[src/rtl/alu_pkg.sv]
// Shared ALU definitions: op codes, RV32I opcode/funct7 constants, issue entry.
// Pure declarations; no timing or flow-control content.
package alu_pkg;

  localparam logic [5:0] ALU_ZERO     = 6'd0;
  localparam logic [5:0] ALU_ADD      = 6'd1;
  localparam logic [5:0] ALU_SUB      = 6'd2;
  localparam logic [5:0] ALU_AND      = 6'd3;
  localparam logic [5:0] ALU_OR       = 6'd4;
  localparam logic [5:0] ALU_XOR      = 6'd5;
  localparam logic [5:0] ALU_SLL      = 6'd6;
  localparam logic [5:0] ALU_SRL      = 6'd7;
  localparam logic [5:0] ALU_SRA      = 6'd8;
  localparam logic [5:0] ALU_SLT      = 6'd9;
  localparam logic [5:0] ALU_SLTU     = 6'd10;
  localparam logic [5:0] ALU_EQ       = 6'd11;
  localparam logic [5:0] ALU_NE       = 6'd12;
  localparam logic [5:0] ALU_SGE      = 6'd13;
  localparam logic [5:0] ALU_SGEU     = 6'd14;
  localparam logic [5:0] ALU_PASS_IN2 = 6'd15;

  localparam logic [6:0] OPC_OP     = 7'b0110011;
  localparam logic [6:0] OPC_OP_IMM = 7'b0010011;
  localparam logic [6:0] OPC_LUI    = 7'b0110111;
  localparam logic [6:0] OPC_AUIPC  = 7'b0010111;
  localparam logic [6:0] OPC_LOAD   = 7'b0000011;
  localparam logic [6:0] OPC_STORE  = 7'b0100011;
  localparam logic [6:0] OPC_BRANCH = 7'b1100011;

  localparam logic [6:0] F7_BASE = 7'b0000000;
  localparam logic [6:0] F7_ALT  = 7'b0100000;

  typedef struct packed {
    logic [5:0]  op;
    logic [31:0] in1;
    logic [31:0] in2;
    logic [4:0]  rd;
    logic        is_branch;
    logic        illegal;
  } issue_entry_t;

  // funct3 map shared by OP and OP-IMM; alt selects SUB/SRA.
  function automatic logic [5:0] arith_op(input logic [2:0] f3, input logic alt);
    logic [5:0] op;
    case (f3)
      3'b000:  op = alt ? ALU_SUB : ALU_ADD;
      3'b001:  op = ALU_SLL;
      3'b010:  op = ALU_SLT;
      3'b011:  op = ALU_SLTU;
      3'b100:  op = ALU_XOR;
      3'b101:  op = alt ? ALU_SRA : ALU_SRL;
      3'b110:  op = ALU_OR;
      default: op = ALU_AND;
    endcase
    return op;
  endfunction

endpackage

[src/rtl/alu_issue_if.sv]
// Issue-register handshake bundle: upstream instruction side and downstream ALU side.
// master = environment (upstream source + ALU sink), slave = the issue register.
interface alu_issue_if;
  logic        in_valid;
  logic        in_ready;
  logic [31:0] instr;
  logic [31:0] pc;
  logic [31:0] rs1_data;
  logic [31:0] rs2_data;
  logic        out_valid;
  logic        out_ready;
  logic [5:0]  alu_op;
  logic [31:0] alu_in1;
  logic [31:0] alu_in2;
  logic [4:0]  rd;
  logic        is_branch;
  logic        illegal;

  modport master (
    output in_valid, instr, pc, rs1_data, rs2_data, out_ready,
    input  in_ready, out_valid, alu_op, alu_in1, alu_in2, rd, is_branch, illegal
  );

  modport slave (
    input  in_valid, instr, pc, rs1_data, rs2_data, out_ready,
    output in_ready, out_valid, alu_op, alu_in1, alu_in2, rd, is_branch, illegal
  );
endinterface

[src/rtl/alu_decode.sv]
// RV32I -> ALU op/operand decode; purely combinational (zero latency).
// No flow control; illegal encodings collapse to a zeroed entry flagged illegal.
module alu_decode
  import alu_pkg::*;
(
  input  logic [31:0]  instr,
  input  logic [31:0]  pc,
  input  logic [31:0]  rs1_data,
  input  logic [31:0]  rs2_data,
  output issue_entry_t ent
);

  logic [6:0]   opcode;
  logic [2:0]   funct3;
  logic [6:0]   funct7;
  logic [4:0]   rd_f;
  logic [31:0]  imm_i;
  logic [31:0]  imm_s;
  logic [31:0]  imm_u;
  logic [31:0]  shamt;
  logic         is_shift;
  issue_entry_t d;
  logic         ill;

  assign opcode   = instr[6:0];
  assign funct3   = instr[14:12];
  assign funct7   = instr[31:25];
  assign rd_f     = instr[11:7];
  assign imm_i    = {{20{instr[31]}}, instr[31:20]};
  assign imm_s    = {{20{instr[31]}}, instr[31:25], instr[11:7]};
  assign imm_u    = {instr[31:12], 12'b0};
  assign shamt    = {27'b0, instr[24:20]};
  assign is_shift = (funct3 == 3'b001) || (funct3 == 3'b101);

  always_comb begin
    d   = '0;
    ill = 1'b0;
    case (opcode)
      OPC_OP: begin
        d.in1 = rs1_data;
        d.in2 = rs2_data;
        d.rd  = rd_f;
        d.op  = arith_op(funct3, funct7 == F7_ALT);
        ill   = !((funct7 == F7_BASE) ||
                  ((funct7 == F7_ALT) && ((funct3 == 3'b000) || (funct3 == 3'b101))));
      end
      OPC_OP_IMM: begin
        d.in1 = rs1_data;
        d.in2 = is_shift ? shamt : imm_i;
        d.rd  = rd_f;
        d.op  = arith_op(funct3, (funct3 == 3'b101) && (funct7 == F7_ALT));
        // Shift immediates reuse funct7 as an encoding qualifier.
        if (funct3 == 3'b001)      ill = (funct7 != F7_BASE);
        else if (funct3 == 3'b101) ill = !((funct7 == F7_BASE) || (funct7 == F7_ALT));
      end
      OPC_LUI: begin
        d.op  = ALU_PASS_IN2;
        d.in2 = imm_u;
        d.rd  = rd_f;
      end
      OPC_AUIPC: begin
        d.op  = ALU_ADD;
        d.in1 = pc;
        d.in2 = imm_u;
        d.rd  = rd_f;
      end
      OPC_LOAD: begin
        d.op  = ALU_ADD;
        d.in1 = rs1_data;
        d.in2 = imm_i;
        d.rd  = rd_f;
      end
      OPC_STORE: begin
        d.op  = ALU_ADD;
        d.in1 = rs1_data;
        d.in2 = imm_s;
      end
      OPC_BRANCH: begin
        d.in1       = rs1_data;
        d.in2       = rs2_data;
        d.is_branch = 1'b1;
        case (funct3)
          3'b000:  d.op = ALU_EQ;
          3'b001:  d.op = ALU_NE;
          3'b100:  d.op = ALU_SLT;
          3'b101:  d.op = ALU_SGE;
          3'b110:  d.op = ALU_SLTU;
          3'b111:  d.op = ALU_SGEU;
          default: ill  = 1'b1;
        endcase
      end
      default: ill = 1'b1;
    endcase

    ent = d;
    if (ill) begin
      ent         = '0;
      ent.illegal = 1'b1;
    end
  end

endmodule

[src/rtl/alu_issue.sv]
// Execute issue register: decode into a 2-entry skid queue; 1-cycle latency, no comb in->out path.
// Backpressure: in_ready is registered (low only when both slots are full); flush clears the queue.
module alu_issue
  import alu_pkg::*;
#(
  parameter int XLEN  = 32,
  parameter int DEPTH = 2
) (
  input  logic      clk,
  input  logic      rst_n,
  input  logic      flush,
  alu_issue_if.slave io
);

  if (XLEN != 32 || DEPTH != 2) begin : g_param_check
    $error("alu_issue supports only XLEN=32, DEPTH=2");
  end

  typedef enum logic [1:0] {EMPTY, ONE, TWO} q_state_t;

  q_state_t     state;
  issue_entry_t slot [DEPTH];
  logic         in_ready_q;
  logic         out_valid_q;
  issue_entry_t dec;
  logic         push;
  logic         pop;

  alu_decode u_decode (
    .instr    (io.instr),
    .pc       (io.pc),
    .rs1_data (io.rs1_data),
    .rs2_data (io.rs2_data),
    .ent      (dec)
  );

  assign push = io.in_valid & in_ready_q;
  assign pop  = out_valid_q & io.out_ready;

  // slot[0] is always the head; slot[1] only holds data in TWO.
  always_ff @(posedge clk or negedge rst_n) begin
    if (!rst_n) begin
      state       <= EMPTY;
      in_ready_q  <= 1'b1;
      out_valid_q <= 1'b0;
      slot[0]     <= '0;
      slot[1]     <= '0;
    end else if (flush) begin
      state       <= EMPTY;
      in_ready_q  <= 1'b1;
      out_valid_q <= 1'b0;
    end else begin
      case (state)
        EMPTY: begin
          if (push) begin
            slot[0]     <= dec;
            state       <= ONE;
            out_valid_q <= 1'b1;
          end
        end
        ONE: begin
          if (push && !pop) begin
            slot[1]    <= dec;
            state      <= TWO;
            in_ready_q <= 1'b0;
          end else if (!push && pop) begin
            state       <= EMPTY;
            out_valid_q <= 1'b0;
          end else if (push && pop) begin
            slot[0] <= dec;
          end
        end
        TWO: begin
          if (pop) begin
            slot[0]    <= slot[1];
            state      <= ONE;
            in_ready_q <= 1'b1;
          end
        end
        default: begin
          state       <= EMPTY;
          in_ready_q  <= 1'b1;
          out_valid_q <= 1'b0;
        end
      endcase
    end
  end

  assign io.in_ready  = in_ready_q;
  assign io.out_valid = out_valid_q;
  assign io.alu_op    = slot[0].op;
  assign io.alu_in1   = slot[0].in1;
  assign io.alu_in2   = slot[0].in2;
  assign io.rd        = slot[0].rd;
  assign io.is_branch = slot[0].is_branch;
  assign io.illegal   = slot[0].illegal;

endmodule

[src/flat_wrapper.sv]
// flat-port wrapper written by rule: the top's interface ports become plain ports
module alu_issue_flat import alu_pkg::*;
#(
  parameter int XLEN  = 32,
  parameter int DEPTH = 2
)
  (clk, rst_n, flush, io_in_valid, io_instr, io_pc, io_rs1_data, io_rs2_data, io_out_ready, io_in_ready, io_out_valid, io_alu_op, io_alu_in1, io_alu_in2, io_rd, io_is_branch, io_illegal);
  alu_issue_if io_i ();
  input  logic clk;
  input  logic rst_n;
  input  logic flush;
  input wire logic [$bits(io_i.in_valid)-1:0] io_in_valid;
  input wire logic [$bits(io_i.instr)-1:0] io_instr;
  input wire logic [$bits(io_i.pc)-1:0] io_pc;
  input wire logic [$bits(io_i.rs1_data)-1:0] io_rs1_data;
  input wire logic [$bits(io_i.rs2_data)-1:0] io_rs2_data;
  input wire logic [$bits(io_i.out_ready)-1:0] io_out_ready;
  output wire logic [$bits(io_i.in_ready)-1:0] io_in_ready;
  output wire logic [$bits(io_i.out_valid)-1:0] io_out_valid;
  output wire logic [$bits(io_i.alu_op)-1:0] io_alu_op;
  output wire logic [$bits(io_i.alu_in1)-1:0] io_alu_in1;
  output wire logic [$bits(io_i.alu_in2)-1:0] io_alu_in2;
  output wire logic [$bits(io_i.rd)-1:0] io_rd;
  output wire logic [$bits(io_i.is_branch)-1:0] io_is_branch;
  output wire logic [$bits(io_i.illegal)-1:0] io_illegal;
  assign io_i.in_valid = io_in_valid;
  assign io_i.instr = io_instr;
  assign io_i.pc = io_pc;
  assign io_i.rs1_data = io_rs1_data;
  assign io_i.rs2_data = io_rs2_data;
  assign io_i.out_ready = io_out_ready;
  assign io_in_ready = io_i.in_ready;
  assign io_out_valid = io_i.out_valid;
  assign io_alu_op = io_i.alu_op;
  assign io_alu_in1 = io_i.alu_in1;
  assign io_alu_in2 = io_i.alu_in2;
  assign io_rd = io_i.rd;
  assign io_is_branch = io_i.is_branch;
  assign io_illegal = io_i.illegal;
  alu_issue #(.XLEN(XLEN), .DEPTH(DEPTH)) u_core (.clk(clk), .rst_n(rst_n), .flush(flush), .io(io_i));
endmodule
[config.mk]
export PLATFORM = sky130hd
export DESIGN_NAME = alu_issue_flat
export DESIGN_NICKNAME = d
export VERILOG_FILES = /design/src/rtl/alu_pkg.sv /design/src/rtl/alu_issue_if.sv /design/src/rtl/alu_decode.sv /design/src/rtl/alu_issue.sv /design/src/flat_wrapper.sv
export SDC_FILE = /design/constraint.sdc
export NUM_CORES = 1
export LEC_CHECK = 0
export CORE_UTILIZATION = 52
export CTS_BUF_LIST = sky130_fd_sc_hd__clkbuf_4 sky130_fd_sc_hd__clkbuf_8 sky130_fd_sc_hd__clkbuf_16
export CTS_CLUSTER_DIAMETER = 60
export CTS_CLUSTER_SIZE = 16
export DETAILED_ROUTE_END_ITERATION = 16
export PLACE_DENSITY = 0.86
export SLEW_MARGIN = 20
export SYNTH_ARGS = -nofsm -noshare
export SYNTH_HDL_FRONTEND = slang
export SYNTH_HIERARCHICAL = 1
export SYNTH_SLANG_ARGS = --single-unit
export TNS_END_PERCENT = 50
[constraint.sdc]
create_clock -name clk -period 2.9 [get_ports clk]
set_input_delay 0.58 -clock clk [delete_from_list [all_inputs] [get_ports clk]]
set_output_delay 0.58 -clock clk [all_outputs]
set_load 0.01 [all_outputs]
* Yosys cells after proc, flatten, opt, wreduce, memory -nomap -nowiden
Index checks and enable logic that the tools add are counted.
** Operators by class
- Bitwise operators :: 3
- Reductions and logical operators :: 30
- Equal/unequal tests :: 30
- Multiplexer cells :: 39
** Operators by type and width (number)
- 77-bit 2-to-1 mux :: 6
- 77-bit case mux with 3 select lines :: 1
- 32-bit case mux with 5 select lines :: 1
- 32-bit case mux with 2 select lines :: 1
- 4-bit case mux with 7 select lines :: 2
- 32-bit 2-to-1 mux :: 1
- 6-bit case mux with 5 select lines :: 1
- 7-bit by 6-bit == test with 1-bit output (second input constant) :: 4
- 4-bit case mux with 6 select lines :: 1
- 7-bit by 5-bit == test with 1-bit output (second input constant) :: 2
- 2-bit 2-to-1 mux :: 7
- 3-bit == test (second input constant) :: 4
- 3-bit by 2-bit != test with 1-bit output (second input constant) :: 4
- 1-bit 2-to-1 mux :: 11
- 5-bit OR reduction :: 2
- 3-bit AND reduction :: 3
- 4-bit 2-to-1 mux :: 2
- 2-bit != test (second input constant) :: 4
- 7-bit by 2-bit == test with 1-bit output (second input constant) :: 1
- 7-bit == test (second input constant) :: 1
- 7-bit logical NOT :: 1
- 7-bit AND reduction :: 1
- 7-bit nonzero test :: 1
- 3-bit by 2-bit == test with 1-bit output (second input constant) :: 2
- other kinds (23) :: 38
** Word-level totals
- Input port bits :: 133
- Register bits after elaboration :: 158
- Output and inout port bits :: 79
- Logic and storage cells :: 117

* Logic depth before layout (Yosys ltp)
Gate-level depths: netlist of the first run.
- Depth in word-level cells :: 11
- Depth in mapped cells :: 11
- Mapped depth without buffers :: 7

* Cells and area by module
Netlist of the first run, hierarchy kept.
** By module, submodules not included
- alu_issue :: area each 7320.8 um^2, instances 1, sequential area each 3955.0 um^2, cells an instance 600
- alu_decode :: area each 1556.5 um^2, instances 1, sequential area each 0.0 um^2, cells an instance 250

* Worst setup path before layout of the first run
No wires, ideal clock.
- Path type :: input-to-reg
- Start point :: input port io_instr[25]
- End point :: register u_core/slot[0] in the netlist's numbering
- Setup slack :: 0.291 ns
- Stages on the path :: 7
- Buffers on the path :: 2
- Data arrival time :: 2.485 ns
- Data required time :: 2.775 ns
- Setup time :: 0.125 ns
- Path through :: or4_4 or4b_4 a21oi_4 o21ai_4 buf_6 buf_4 mux2_2
** RTL lines
- start, declared :: RTL line flat_wrapper.sv:13 : input wire logic [$bits(io_i.instr)-1:0] io_instr;
- end, declared :: RTL line alu_issue.sv:22 : issue_entry_t slot [DEPTH];

==> Flow_metrics.wiki, run 1 <==
{| class="wikitable"
! Metric !! Value
|-
| Most area-hungry cell type in the Yosys netlist || sky130_fd_sc_hd__dfrtp_1
|-
| Vias in the first global route || between 6k and 7k
|-
| Final worst clock skew || 0.00770 ns
|-
| Core utilization of the finished layout || between 60 and 70%
|-
| Die height || 133 um
|-
| Yosys warning count || 6
|-
| Routed Wire Length || ~22 mm
|-
| Vias per cell || 5.61
|-
| Clock tree from TritonCTS || yes
|-
| DRC Markers || 0
|-
| Number of clock buffers inserted by TritonCTS || 17
|-
| Initial cell density of the core || 53.3%
|-
| Share of synthesized area occupied by flip-flops and latches || 44.6%
|-
| EDFF count, synth || 0
|-
| Start-to-end type of the worst setup path || input pin to register
|-
| Critical path, cell by cell || clkdlybuf4s50_1 > or4_4 > or4b_4 > a21oi_4 > o21ai_4 > buf_12 > nor2_1 > mux2i_1 > a21oi_1
|-
| Leading cell types by total area after synthesis || sky130_fd_sc_hd__dfrtp_1 (44%), sky130_fd_sc_hd__mux2i_1 (9.2%), sky130_fd_sc_hd__buf_4 (7.4%), sky130_fd_sc_hd__mux2_2 (6.0%), sky130_fd_sc_hd__nor2_1 (5.5%)
|-
| Worst Path Buf+Inv || 2
|-
| Max-cap viol count || 0
|-
| Worst hold-check slack || 0.0787 ns
|-
| Number of nets in the layout || between 1k and 1.5k
|-
| Flops & latches, synth || between 150 and 200
|-
| Most frequent standard cell in the layout excluding fill and tap cells || sky130_fd_sc_hd__clkdlybuf4s50_1
|-
| ANT nets after route || 0
|-
| IR drop worst, VDD || 0.479 mV
|-
| Arr. time, crit path || between 3 and 4 ns
|-
| Antenna Cells || 0
|-
| Path category of the worst min-delay check || input pin to async pin
|-
| Syn Std Cell Area || 8880 um2
|-
| First-pass GRT wire length || 36.0 mm
|-
| Shortest clock period the worst path allows after layout || 2.73 ns
|-
| Top delay family on crit path || simple AND/OR/NAND/NOR gates
|-
| Average wire per standard cell || 18.4 um
|-
| Total of buffers placed on input and output ports || 211
|-
| Antenna violations before repair || 0
|-
| Delay of the slowest critical-path stage || 0.55 ns
|-
| Overall fraction of global-route tracks in use || 26.2%
|-
| Commonest cells after routing, fill and taps aside || sky130_fd_sc_hd__clkdlybuf4s50_1 (210), sky130_fd_sc_hd__dfrtp_1 (157), sky130_fd_sc_hd__nor2_1 (129)
|-
| Core ar. || approximately 17000 um2
|-
| Quantity of gates resized following cts || 0
|-
| Share of the synthesized area in the top cell type || 44.3%
|-
| Number of placement rows || 47
|-
| Pwr per Cell Area || 714 nW/um2
|-
| Req. time, crit path || 3.24 ns
|-
| Area of the multi-input gates || 4010 um2
|-
| Nature of the critical path startpoint || input pin
|-
| Share of layout cells above drive strength 1 || 19.0%
|-
| Die outline area || 17600 um2
|-
| Fill cell count || 1241
|-
| Total Negative Setup Slacks || 0 ns
|-
| RSZ-0062 raised after global routing || false
|-
| Minimum setup slack after placement || -0.242 ns
|-
| Global route overflow || 0
|-
| Largest net degree at the start of global routing || 83
|-
| Master of the slowest instance on the critical path || sky130_fd_sc_hd__or4_4
|-
| Number of vias in the routed layout || 6865
|-
| Area growth, synth to finish || 29.6%
|-
| Endpoint class of the critical path || register
|-
| Setup-violating endpoint count in the final report || 0
|-
| Detail Placement HPWL || 15.5 mm
|-
| Status || completed
|-
| Count of hold buffers inserted by post-cts repair || 0
|-
| CTS sink count || approximately 160
|-
| Unique masters post-synth || 52
|-
| Period utilization || 94.1%
|-
| Clk slew on worst S/H paths || ~0.060 ns
|-
| Die extent in x || 133 um
|-
| Count of routing violations after the opening detailed-route iteration || 372
|-
| Setup bufs post-CTS || 0
|-
| Number of iterations in the first detailed-routing pass || 5
|-
| Root buffer cell || sky130_fd_sc_hd__clkbuf_16
|-
| Final Slew Violations || 0
|-
| Worst reg2reg startpoint || u_core/state[1]
|-
| Number of levels in the clock H-tree || 4
|-
| Crit-path max FO || 27
|-
| Buffer levels on the longest clock path || 2
|-
| Overall power || 0.00822 W
|-
| Gate count of the mapped netlist || 850
|-
| Synthesized area per cell || 10.4 um2
|-
| Worst Slack Setup Final || 0.172 ns
|-
| Top FF cell, synth || sky130_fd_sc_hd__dfrtp_1
|-
| Share of synthesized flip-flops with an asynchronous set or reset || 100%
|-
| Endpoints failing hold || 0
|-
| Final estimated routing congestion in global placement || just under 0.9
|-
| Storage cell area || approximately 4000 um2
|-
| Startpoint of the worst setup timing path || io_instr[25]
|-
| Max Clock Freq || 367 MHz
|-
| Clock Latency Late Sink || 0.42 ns
|-
| Leakage power summed over all cells || 5.28 nW
|-
| Count of pins on the block boundary || between 200 and 250
|}
## path summary, 6_finish.rpt
| kind | endpoint | slack, ns | depth (start not counted) |
|---|---|---|---|
| min in group clk | u_core/slot[70] | 0.50 | 1 |
| max in group asynchronous | u_core/slot[20] | 2.07 | 2 |
| worst min register to register | u_core/slot[70] | 0.50 | 1 |
| worst max-delay path | u_core/io.alu_in1[3] | 0.17 | 9 |
| worst max register to register | u_core/io.alu_in1[2] | 1.15 | 5 |
| worst min-delay path | u_core/state[1] | 0.08 | 1 |
## state kept, by name, indices dropped and copies added (netlist names)
name	count
u_core/io.rd	5
u_core/io.alu_in2	32
u_core/state	2
u_core/slot	77
u_core/io.alu_in1	32
u_core/io.in_ready	1
u_core/io.illegal	1
u_core/io.out_valid	1
u_core/io.is_branch	1
u_core/io.alu_op	6
## cell type report
type | instances | area share (%)
flip-flops and latches | 158 | 34.4
inverters | 4 | 0.131
clock inverters | 12 | 1.60
multi-input cells | 551 | 34.8
well taps | 220 | 2.39
clock buffers | 20 | 3.95
repair buffers | 259 | 22.7
## Yosys cell counts, types with 2 or more instances
cell type,count
sky130_fd_sc_hd__nand2b_1,2
sky130_fd_sc_hd__nand4bb_1,2
sky130_fd_sc_hd__a221oi_1,2
sky130_fd_sc_hd__a21oi_2,11
sky130_fd_sc_hd__or2_2,2
sky130_fd_sc_hd__o21a_1,3
sky130_fd_sc_hd__nor3_1,2
sky130_fd_sc_hd__nor2b_1,10
sky130_fd_sc_hd__a22oi_1,64
sky130_fd_sc_hd__a21oi_1,95
sky130_fd_sc_hd__nor2_2,6
sky130_fd_sc_hd__mux2i_1,82
sky130_fd_sc_hd__mux2_4,30
sky130_fd_sc_hd__o22ai_1,2
sky130_fd_sc_hd__and2_1,3
sky130_fd_sc_hd__clkbuf_1,15
sky130_fd_sc_hd__nor2_1,130
sky130_fd_sc_hd__buf_4,87
sky130_fd_sc_hd__inv_1,4
sky130_fd_sc_hd__nand2_1,22
sky130_fd_sc_hd__buf_2,25
sky130_fd_sc_hd__o21ai_0,10
sky130_fd_sc_hd__buf_6,10
sky130_fd_sc_hd__mux2_2,47
sky130_fd_sc_hd__dfrtp_1,157
## report_power, final
group / internal, W / switching [W]
sequential: 0.00277 / 0.000356
combinational: 0.00150 / 0.00118
clock: 0.00149 / 0.000921
total: 0.00576 / 0.00246
## logic make-up after synthesis
kind of cell	synth area share, %
other cells	0.0422
flops	44.6
mux	20.3
buf+inv	10.9
xor+xnor	0.0987
compound gates	14.7
simple gates	9.42
## per-stage QoR
| step | std cells | area (um2) |
|---|---|---|
| 2_1_floorplan | 851 | 8880 |
| 3_3_place_gp | 1192 | 10900 |
| 3_5_place_dp | 1192 | 10900 |
| 4_1_cts | 1224 | 11500 |
| 5_1_grt | 1224 | 11500 |
| 6_report | 1224 | 11500 |
## per-layer routing
metal	routed length (um)	GRT usage [%]	up-vias
met4	445	10.3	0
met5	0	0	-
li1	-	-	3211
met1	9300	32.1	3353
met3	1720	6.67	31
met2	11000	44.2	270
Note: power is estimated with default switching activity, not from simulation.
==> run 2, diff against run 1 <==
--- a/config.mk
+++ b/config.mk
@@ -5,12 +5,13 @@
 export SDC_FILE = /design/constraint.sdc
 export NUM_CORES = 1
 export LEC_CHECK = 0
-export CORE_UTILIZATION = 52
+export CORE_ASPECT_RATIO = 2
+export CORE_UTILIZATION = 55
 export CTS_BUF_LIST = sky130_fd_sc_hd__clkbuf_4 sky130_fd_sc_hd__clkbuf_8 sky130_fd_sc_hd__clkbuf_16
 export CTS_CLUSTER_DIAMETER = 60
 export CTS_CLUSTER_SIZE = 16
 export DETAILED_ROUTE_END_ITERATION = 16
-export PLACE_DENSITY = 0.86
+export PLACE_DENSITY = 0.9
 export SLEW_MARGIN = 20
 export SYNTH_ARGS = -nofsm -noshare
 export SYNTH_HDL_FRONTEND = slang
==> constraint.sdc (replaced) <==
create_clock -name clk -period 2.9 [get_ports clk]
set_input_delay 0.58 -clock clk [delete_from_list [all_inputs] [get_ports clk]]
set_output_delay 0.58 -clock clk [all_outputs]
set_load 0.02 [all_outputs]
==> run 2 against run 1 <==
Against the previous run: design area decreased by 0.17%; worst setup slack got worse by 0.054 ns; global-route usage increased by 2.7 points; worst hold slack improved by 0.037 ns; sequential power about the same; power increased by 4.6%; non-clock buffer count increased by 2; die area decreased by 5.2%; flip-flop and latch count unchanged; clock power decreased by 3%; clock skew increased by 0.0027 ns.
==> Flow_metrics.wiki, run 2 (synthesis gave the netlist of run 1 again) <==
{| class="wikitable"
! Metric !! Value
|-
| Status || completed
|-
| Total length of routed met2 wires || 12.8 mm
|-
| Shortest clock period the worst path allows after layout || 2.78 ns
|-
| Period utilization || 95.9%
|-
| First-pass GRT wire length || 37.2 mm
|-
| Clock tree from TritonCTS || yes
|-
| Nature of the critical path startpoint || input pin
|-
| Placed inst area || about 11000 um2
|-
| Leakage power summed over all cells || 5.28 nW
|-
| Total of buffers placed on input and output ports || between 200 and 250
|-
| Clock Latency Late Sink || 0.42 ns
|-
| Part of the power in registers || 36.4%
|-
| Final Slew Violations || 0
|-
| Sw Pwr || just under 0.003 W
|-
| Die extent in x || 91.8 um
|-
| Clk slew on worst S/H paths || 0.06 ns
|-
| Start-to-end type of the worst setup path || input pin to register
|-
| Count of pins on the block boundary || about 210
|-
| Headroom to the max-slew limit || between 60% and 70%
|-
| Routed Wire Length || ~23 mm
|-
| Setup bufs post-CTS || 0
|-
| Length of routed met3 wiring || 961 um
|-
| Overall fraction of global-route tracks in use || a little under 30%
|-
| Endpoints failing hold || 0
|-
| Antenna Cells || 0
|-
| Setup-violating endpoint count in the final report || 0
|-
| DRC Markers || 0
|-
| Number of placement rows || 65
|-
| Register with the most flip-flops || u_core/slot
|-
| Detail Placement HPWL || around 17 mm
|-
| Final estimated routing congestion in global placement || 0.885
|-
| Buffer levels on the longest clock path || 2
|-
| Instance count after placement with tap cells included || 1175
|-
| CTS sink count || 158
|-
| Startpoint of the worst setup timing path || io_instr[25]
|-
| Number of clock buffers inserted by TritonCTS || 17
|-
| Final worst clock skew || ~0.010 ns
|-
| Share of layout cells above drive strength 1 || between 10% and 20%
|-
| Pwr per Cell Area || 749 nW/um2
|-
| Internal Dissipation || 0.00571 W
|-
| Quantity of gates resized following cts || 0
|-
| Share of total power consumed by net switching || 33.6%
|-
| Uppermost layer routed || met4
|-
| Relative contribution of combinational cells to total power || 36.4%
|-
| Die height || 182 um
|-
| Most frequent standard cell in the layout excluding fill and tap cells || sky130_fd_sc_hd__clkdlybuf4s50_1
|-
| Max Clock Freq || 359 MHz
|-
| Non-Filler Cell Area, Final || 11500 um2
|-
| Global route overflow || 0
|-
| Count of hold buffers inserted by post-cts repair || 0
|-
| Vias per cell || 5.72
|-
| Worst Slack Setup Final || about 0.12 ns
|-
| RSZ-0062 raised after global routing || false
|-
| Initial cell density of the core || 56.3%
|-
| Area growth, synth to finish || 29.3%
|-
| Commonest cells after routing, fill and taps aside || sky130_fd_sc_hd__clkdlybuf4s50_1 (210), sky130_fd_sc_hd__dfrtp_1 (157), sky130_fd_sc_hd__nor2_1 (129)
|-
| Number of vias in the routed layout || 6903
|-
| Root buffer cell || sky130_fd_sc_hd__clkbuf_16
|-
| Routed metal-1 wire length || 8.25 mm
|-
| Number of iterations in the first detailed-routing pass || 4
|-
| Die outline area || 16700 um2
|-
| Crit-path max FO || 42
|-
| Endpoint class of the critical path || register
|-
| Vias in the first global route || 7407
|-
| Max-cap viol count || 0
|-
| Minimum setup slack after placement || -0.265 ns
|-
| Count of placed standard cells in the final layout, fillers left out || 1207
|-
| IR drop worst, VDD || between 0.6 and 0.7 mV
|-
| Worst reg2reg startpoint || u_core/io.in_ready
|-
| Core ar. || 15800 um2
|-
| Path category of the worst min-delay check || input pin to async pin
|-
| Overall power || 0.00859 W
|-
| Number of nets in the layout || roughly 1.1k
|-
| Largest net degree at the start of global routing || 56
|-
| Worst hold-check slack || between 0.1 and 0.15 ns
|-
| Average wire per standard cell || 19.2 um
|-
| ANT nets after route || 0
|-
| Number of levels in the clock H-tree || 4
|-
| Clock group share of total power || 27.2%
|-
| Worst slew pin tran || 0.536 ns
|-
| Antenna violations before repair || 0
|-
| Count of routing violations after the opening detailed-route iteration || 399
|-
| Req. time, crit path || 3.23 ns
|-
| Max FFs per register || 77
|-
| Arr. time, crit path || between 3 and 4 ns
|}
run 2: critical path, cell delays in order:
cell and delay [ns]:
sky130_fd_sc_hd__clkdlybuf4s50_1 0.42, sky130_fd_sc_hd__or4_4 0.54, sky130_fd_sc_hd__or4b_4 0.52, sky130_fd_sc_hd__a21oi_4 0.21, sky130_fd_sc_hd__o21ai_4 0.11, sky130_fd_sc_hd__buf_12 0.22
sky130_fd_sc_hd__nor2_2 0.19, sky130_fd_sc_hd__mux2i_1 0.11, sky130_fd_sc_hd__a21oi_1 0.19
run 2: power groups by stage:
stage                     Sequential (W)  Clock, W  Combinational, W
after floorplan                  0.00306         0           0.00228
after global placement           0.00314         0           0.00306
after detailed placement         0.00317         0           0.00313
after CTS                        0.00314   0.00238           0.00315
after global routing             0.00320   0.00248           0.00332
final                            0.00313   0.00234           0.00313
run 2: worst paths after layout:
path                                    to  cells past startpoint  slack [ns]
max reg2reg                u_core/io.rd[3]                      5        1.00
max in group asynchronous  u_core/slot[46]                      2        2.09
min in group clk           u_core/slot[37]                      1        0.51
min reg2reg                u_core/slot[37]                      1        0.51
min                        u_core/io.rd[4]                      1        0.12
max                        u_core/io.rd[3]                      9        0.12
run 2: area by class of cell:
cell class | instances | area, um2
fill | 1060 | 4300
multi-input combinational | 551 | 4010
sequential | 158 | 3960
timing repair buffer | 261 | 2630
clock buffer | 20 | 467
tap | 201 | 251
clock inverter | 12 | 160
inverter | 4 | 15.0
run 2: metal layers:
metal  GRT usage, %  vias up
li1               -     3219
met1           30.1     3374
met2           53.5      247
met3           4.86       63
met4           16.3        0
met5              0        -
run 2: stage by stage:
step	TNS [ns]	utilization, %
6_report	0	72.8
5_1_grt	0	72.8
4_1_cts	0	72.8
3_5_place_dp	-20.36	68.8
3_3_place_gp	-12.09	68.8
2_1_floorplan	0	-
==> run 3, diff against run 2 <==
--- a/config.mk
+++ b/config.mk
@@ -6,15 +6,14 @@
 export NUM_CORES = 1
 export LEC_CHECK = 0
 export CORE_ASPECT_RATIO = 2
-export CORE_UTILIZATION = 55
+export CORE_UTILIZATION = 53
 export CTS_BUF_LIST = sky130_fd_sc_hd__clkbuf_4 sky130_fd_sc_hd__clkbuf_8 sky130_fd_sc_hd__clkbuf_16
 export CTS_CLUSTER_DIAMETER = 60
 export CTS_CLUSTER_SIZE = 16
 export DETAILED_ROUTE_END_ITERATION = 16
-export PLACE_DENSITY = 0.9
+export PLACE_DENSITY = 0.89
 export SLEW_MARGIN = 20
 export SYNTH_ARGS = -nofsm -noshare
 export SYNTH_HDL_FRONTEND = slang
-export SYNTH_HIERARCHICAL = 1
 export SYNTH_SLANG_ARGS = --single-unit
 export TNS_END_PERCENT = 50
==> run 3 against run 2 <==
Against the previous run: synthesized area is 7.6% lower; non-clock buffer count is 20 lower; combinational power decreased by 74%; register-to-register slack lost 0.40 ns; core utilization is 2.6 points lower; sequential power down 28%; cell count fell by 2.1%; worst hold slack improved by 0.014 ns.
==> Flow_metrics.wiki, run 3 <==
{| class="wikitable"
! Metric !! Value
|-
| Clock tree from TritonCTS || yes
|-
| Routed Wire Length || 23.3 mm
|-
| Non-Filler Cell Area, Final || 10700 um2
|-
| Die outline area || around 16000 um2
|-
| Average wire per standard cell || 19.7 um
|-
| Max FFs per register || 75
|-
| Area growth, synth to finish || 30.2%
|-
| Fill cell count || 1114
|-
| Antenna violations before repair || 0
|-
| CTS sink count || 154
|-
| Total length of routed met2 wires || 12.9 mm
|-
| Most numerous cell in the Yosys netlist || sky130_fd_sc_hd__dfrtp_1
|-
| Leading cell types by total area after synthesis || sky130_fd_sc_hd__dfrtp_1 (47%), sky130_fd_sc_hd__mux2i_1 (7.9%), sky130_fd_sc_hd__buf_4 (7.0%), sky130_fd_sc_hd__o21ai_0 (6.7%), sky130_fd_sc_hd__and2_1 (5.0%)
|-
| Clk slew on worst S/H paths || 0.06 ns
|-
| Number of iterations in the first detailed-routing pass || 5
|-
| Die height || between 150 and 200 um
|-
| Max-cap viol count || 0
|-
| Buffer levels on the longest clock path || 2
|-
| Total Negative Setup Slacks || 0 ns
|-
| RSZ-0062 raised after global routing || false
|-
| Number of vias in the routed layout || 6944
|-
| Routed metal-1 wire length || about 8 mm
|-
| ANT nets after route || 0
|-
| Max Clock Freq || 378 MHz
|-
| Period utilization || between 90% and 100%
|-
| Overall fraction of global-route tracks in use || 29.9%
|-
| Syn Std Cell Area || 8200 um2
|-
| DRC Markers || 0
|-
| Global route overflow || 0
|-
| Initial cell density of the core || 53.9%
|-
| Final estimated routing congestion in global placement || 0.953
|-
| Share of layout cells above drive strength 1 || roughly 8%
|-
| Unique masters post-synth || 57
|-
| Nature of the critical path startpoint || input pin
|-
| Vias in the first global route || 7131
|-
| Req. time, crit path || 3.15 ns
|-
| Shortest clock period the worst path allows after layout || 2.65 ns
|-
| Slack of the worst reg-to-reg path || 0.60 ns
|-
| Core ar. || ~15000 um2
|-
| Setup-violating endpoint count in the final report || 0
|-
| Die extent in x || 90.0 um
|-
| Yosys warning count || 0
|-
| Length of routed met3 wiring || 1.14 mm
|-
| Count of hold buffers inserted by post-cts repair || 0
|-
| Top FF cell, synth || sky130_fd_sc_hd__dfrtp_1
|-
| Clock Latency Late Sink || a little over 0.4 ns
|-
| Setup bufs post-CTS || 0
|-
| Share of synthesized area occupied by flip-flops and latches || roughly 47%
|-
| Flops & latches, synth || 154
|-
| Commonest cells in the netlist || sky130_fd_sc_hd__dfrtp_1 (153), sky130_fd_sc_hd__o21ai_0 (110), sky130_fd_sc_hd__nand2_1 (87)
|-
| Start-to-end type of the worst setup path || input pin to register
|-
| Worst reg2reg startpoint || u_core.io.in_ready
|-
| Most area-hungry cell type in the Yosys netlist || sky130_fd_sc_hd__dfrtp_1
|-
| Pwr per Cell Area || ~500 nW/um2
|-
| Number of levels in the clock H-tree || 4
|-
| Path depth of the worst reg2reg path || 8
|-
| Path category of the worst min-delay check || input pin to async pin
|-
| Endpoint class of the critical path || register
|-
| Root buffer cell || sky130_fd_sc_hd__clkbuf_16
|-
| Headroom to the max-slew limit || 46.9%
|-
| Gate count of the mapped netlist || 847
|-
| Placed inst area || 10100 um2
|-
| Reg-to-Reg End || u_core.io.alu_in2[17]
|-
| Synthesized area per cell || 9.68 um2
|-
| Number of placement rows || 64
|-
| First-pass GRT wire length || 37.1 mm
|-
| Number of nets in the layout || between 1k and 1.5k
|-
| Most frequent standard cell in the layout excluding fill and tap cells || sky130_fd_sc_hd__clkdlybuf4s50_1
|-
| Arr. time, crit path || 2.89 ns
|-
| Commonest cells after routing, fill and taps aside || sky130_fd_sc_hd__clkdlybuf4s50_1 (208), sky130_fd_sc_hd__dfrtp_1 (153), sky130_fd_sc_hd__o21ai_0 (110)
|-
| Detail Placement HPWL || about 16 mm
|-
| Count of routing violations after the opening detailed-route iteration || 380
|-
| Uppermost layer routed || met4
|-
| Share of synthesized flip-flops with an asynchronous set or reset || 100%
|-
| Final Slew Violations || 0
|-
| Antenna Cells || 0
|-
| Worst slew pin tran || 0.789 ns
|-
| Total of buffers placed on input and output ports || 209
|-
| Status || completed
|-
| Number of clock buffers inserted by TritonCTS || 17
|-
| Vias per cell || ~5.9
|-
| Share of the synthesized area in the top cell type || between 40% and 50%
|-
| EDFF count, synth || 0
|-
| Final worst clock skew || 0.0137 ns
|-
| Register with the most flip-flops || u_core.slot
|-
| Quantity of gates resized following cts || 0
|-
| Endpoints failing hold || 0
|-
| Crit-path max FO || 10
|-
| Largest net degree at the start of global routing || 62
|-
| IR drop worst, VDD || between 0.4 and 0.5 mV
|-
| Leakage power summed over all cells || 4.34 nW
|-
| Count of pins on the block boundary || 212
|}
-- run 3: changes by cell type after synthesis, sizes merged, moves of 18 or more --
cell / delta
a221oi: +19
a21oi: -85
o21ai: +127
buf: -19
a22oi: -26
and2: +63
clkbuf: +18
nand2: +65
nor2: -116
mux2: -76
-- run 3: layout make-up --
type	count	area [um2]	area share, %
Sequential cell	154	3850	36.1
Tap cell	198	248	2.32
Inverter	10	37.5	0.351
Multi-Input combinational cell	547	3490	32.7
Timing Repair Buffer	241	2450	22.9
Clock buffer	21	468	4.38
Clock inverter	11	134	1.25
-- run 3: worst max path at each step --
| stage | start | to | slack [ns] | depth (start not counted) |
|---|---|---|---|---|
| 3_5_place_dp | io_instr[14] | u_core.slot[4] | 0.06 | 6 |
| 6_report | io_instr[13] | u_core.slot[4] | 0.25 | 6 |
| 3_3_place_gp | io_instr[14] | u_core.slot[5] | 0.17 | 6 |
| 4_1_cts | io_instr[14] | u_core.slot[4] | 0.33 | 6 |
| 2_1_floorplan | io_in_valid | u_core.io.alu_op[2] | 0.66 | 10 |
| 5_1_grt | io_instr[14] | u_core.slot[4] | 0.11 | 6 |
-- run 3: metal layers --
metal	GRT usage, %	vias to the layer above
met5	0	-
met4	19.0	0
met3	4.84	86
met2	55.9	331
met1	30.8	3362
li1	-	3165
-- run 3: metrics by stage --
step / instances / utilization, % / total power, W / hold slack, ns / setup WS, ns
after floorplan: 848 / - / 0.00266 / 0.284 / 0.665
after global placement: 1150 / 66.2 / 0.00306 / 0.453 / 0.165
after detailed placement: 1150 / 66.2 / 0.00308 / 0.462 / 0.0632
after CTS: 1182 / 70.2 / 0.00535 / 0.151 / 0.327
after global routing: 1182 / 70.2 / 0.00549 / 0.177 / 0.113
final: 1182 / 70.2 / 0.00533 / 0.130 / 0.253
-- run 3: where the power goes --
part,internal [W],switching (W),total [W]
combinational,0.000385,0.000417,0.000802
sequential,0.00221,0.0000430,0.00225
clock,0.00135,0.000923,0.00227
-- run 3: critical path, cell delays in order --
cell	delay, ns
sky130_fd_sc_hd__clkdlybuf4s50_1	0.63
sky130_fd_sc_hd__nand2b_1	0.31
sky130_fd_sc_hd__a31oi_1	0.31
sky130_fd_sc_hd__o22ai_4	0.20
sky130_fd_sc_hd__o21ai_0	0.67
sky130_fd_sc_hd__o31ai_1	0.20
-- run 3: kinds of logic after synthesis --
kind of cell | count (synthesis) | share of synthesized area (%)
muxes | 66 | 8.07
AOI/OAI and AO/OA | 261 | 19.9
xor gates and xnor gates | 2 | 0.214
DFF | 154 | 47.0
buffers and inverters | 147 | 11.0
other | 1 | 0.0457
and+or+nand+nor | 213 | 13.3
adders and majority gates | 3 | 0.458
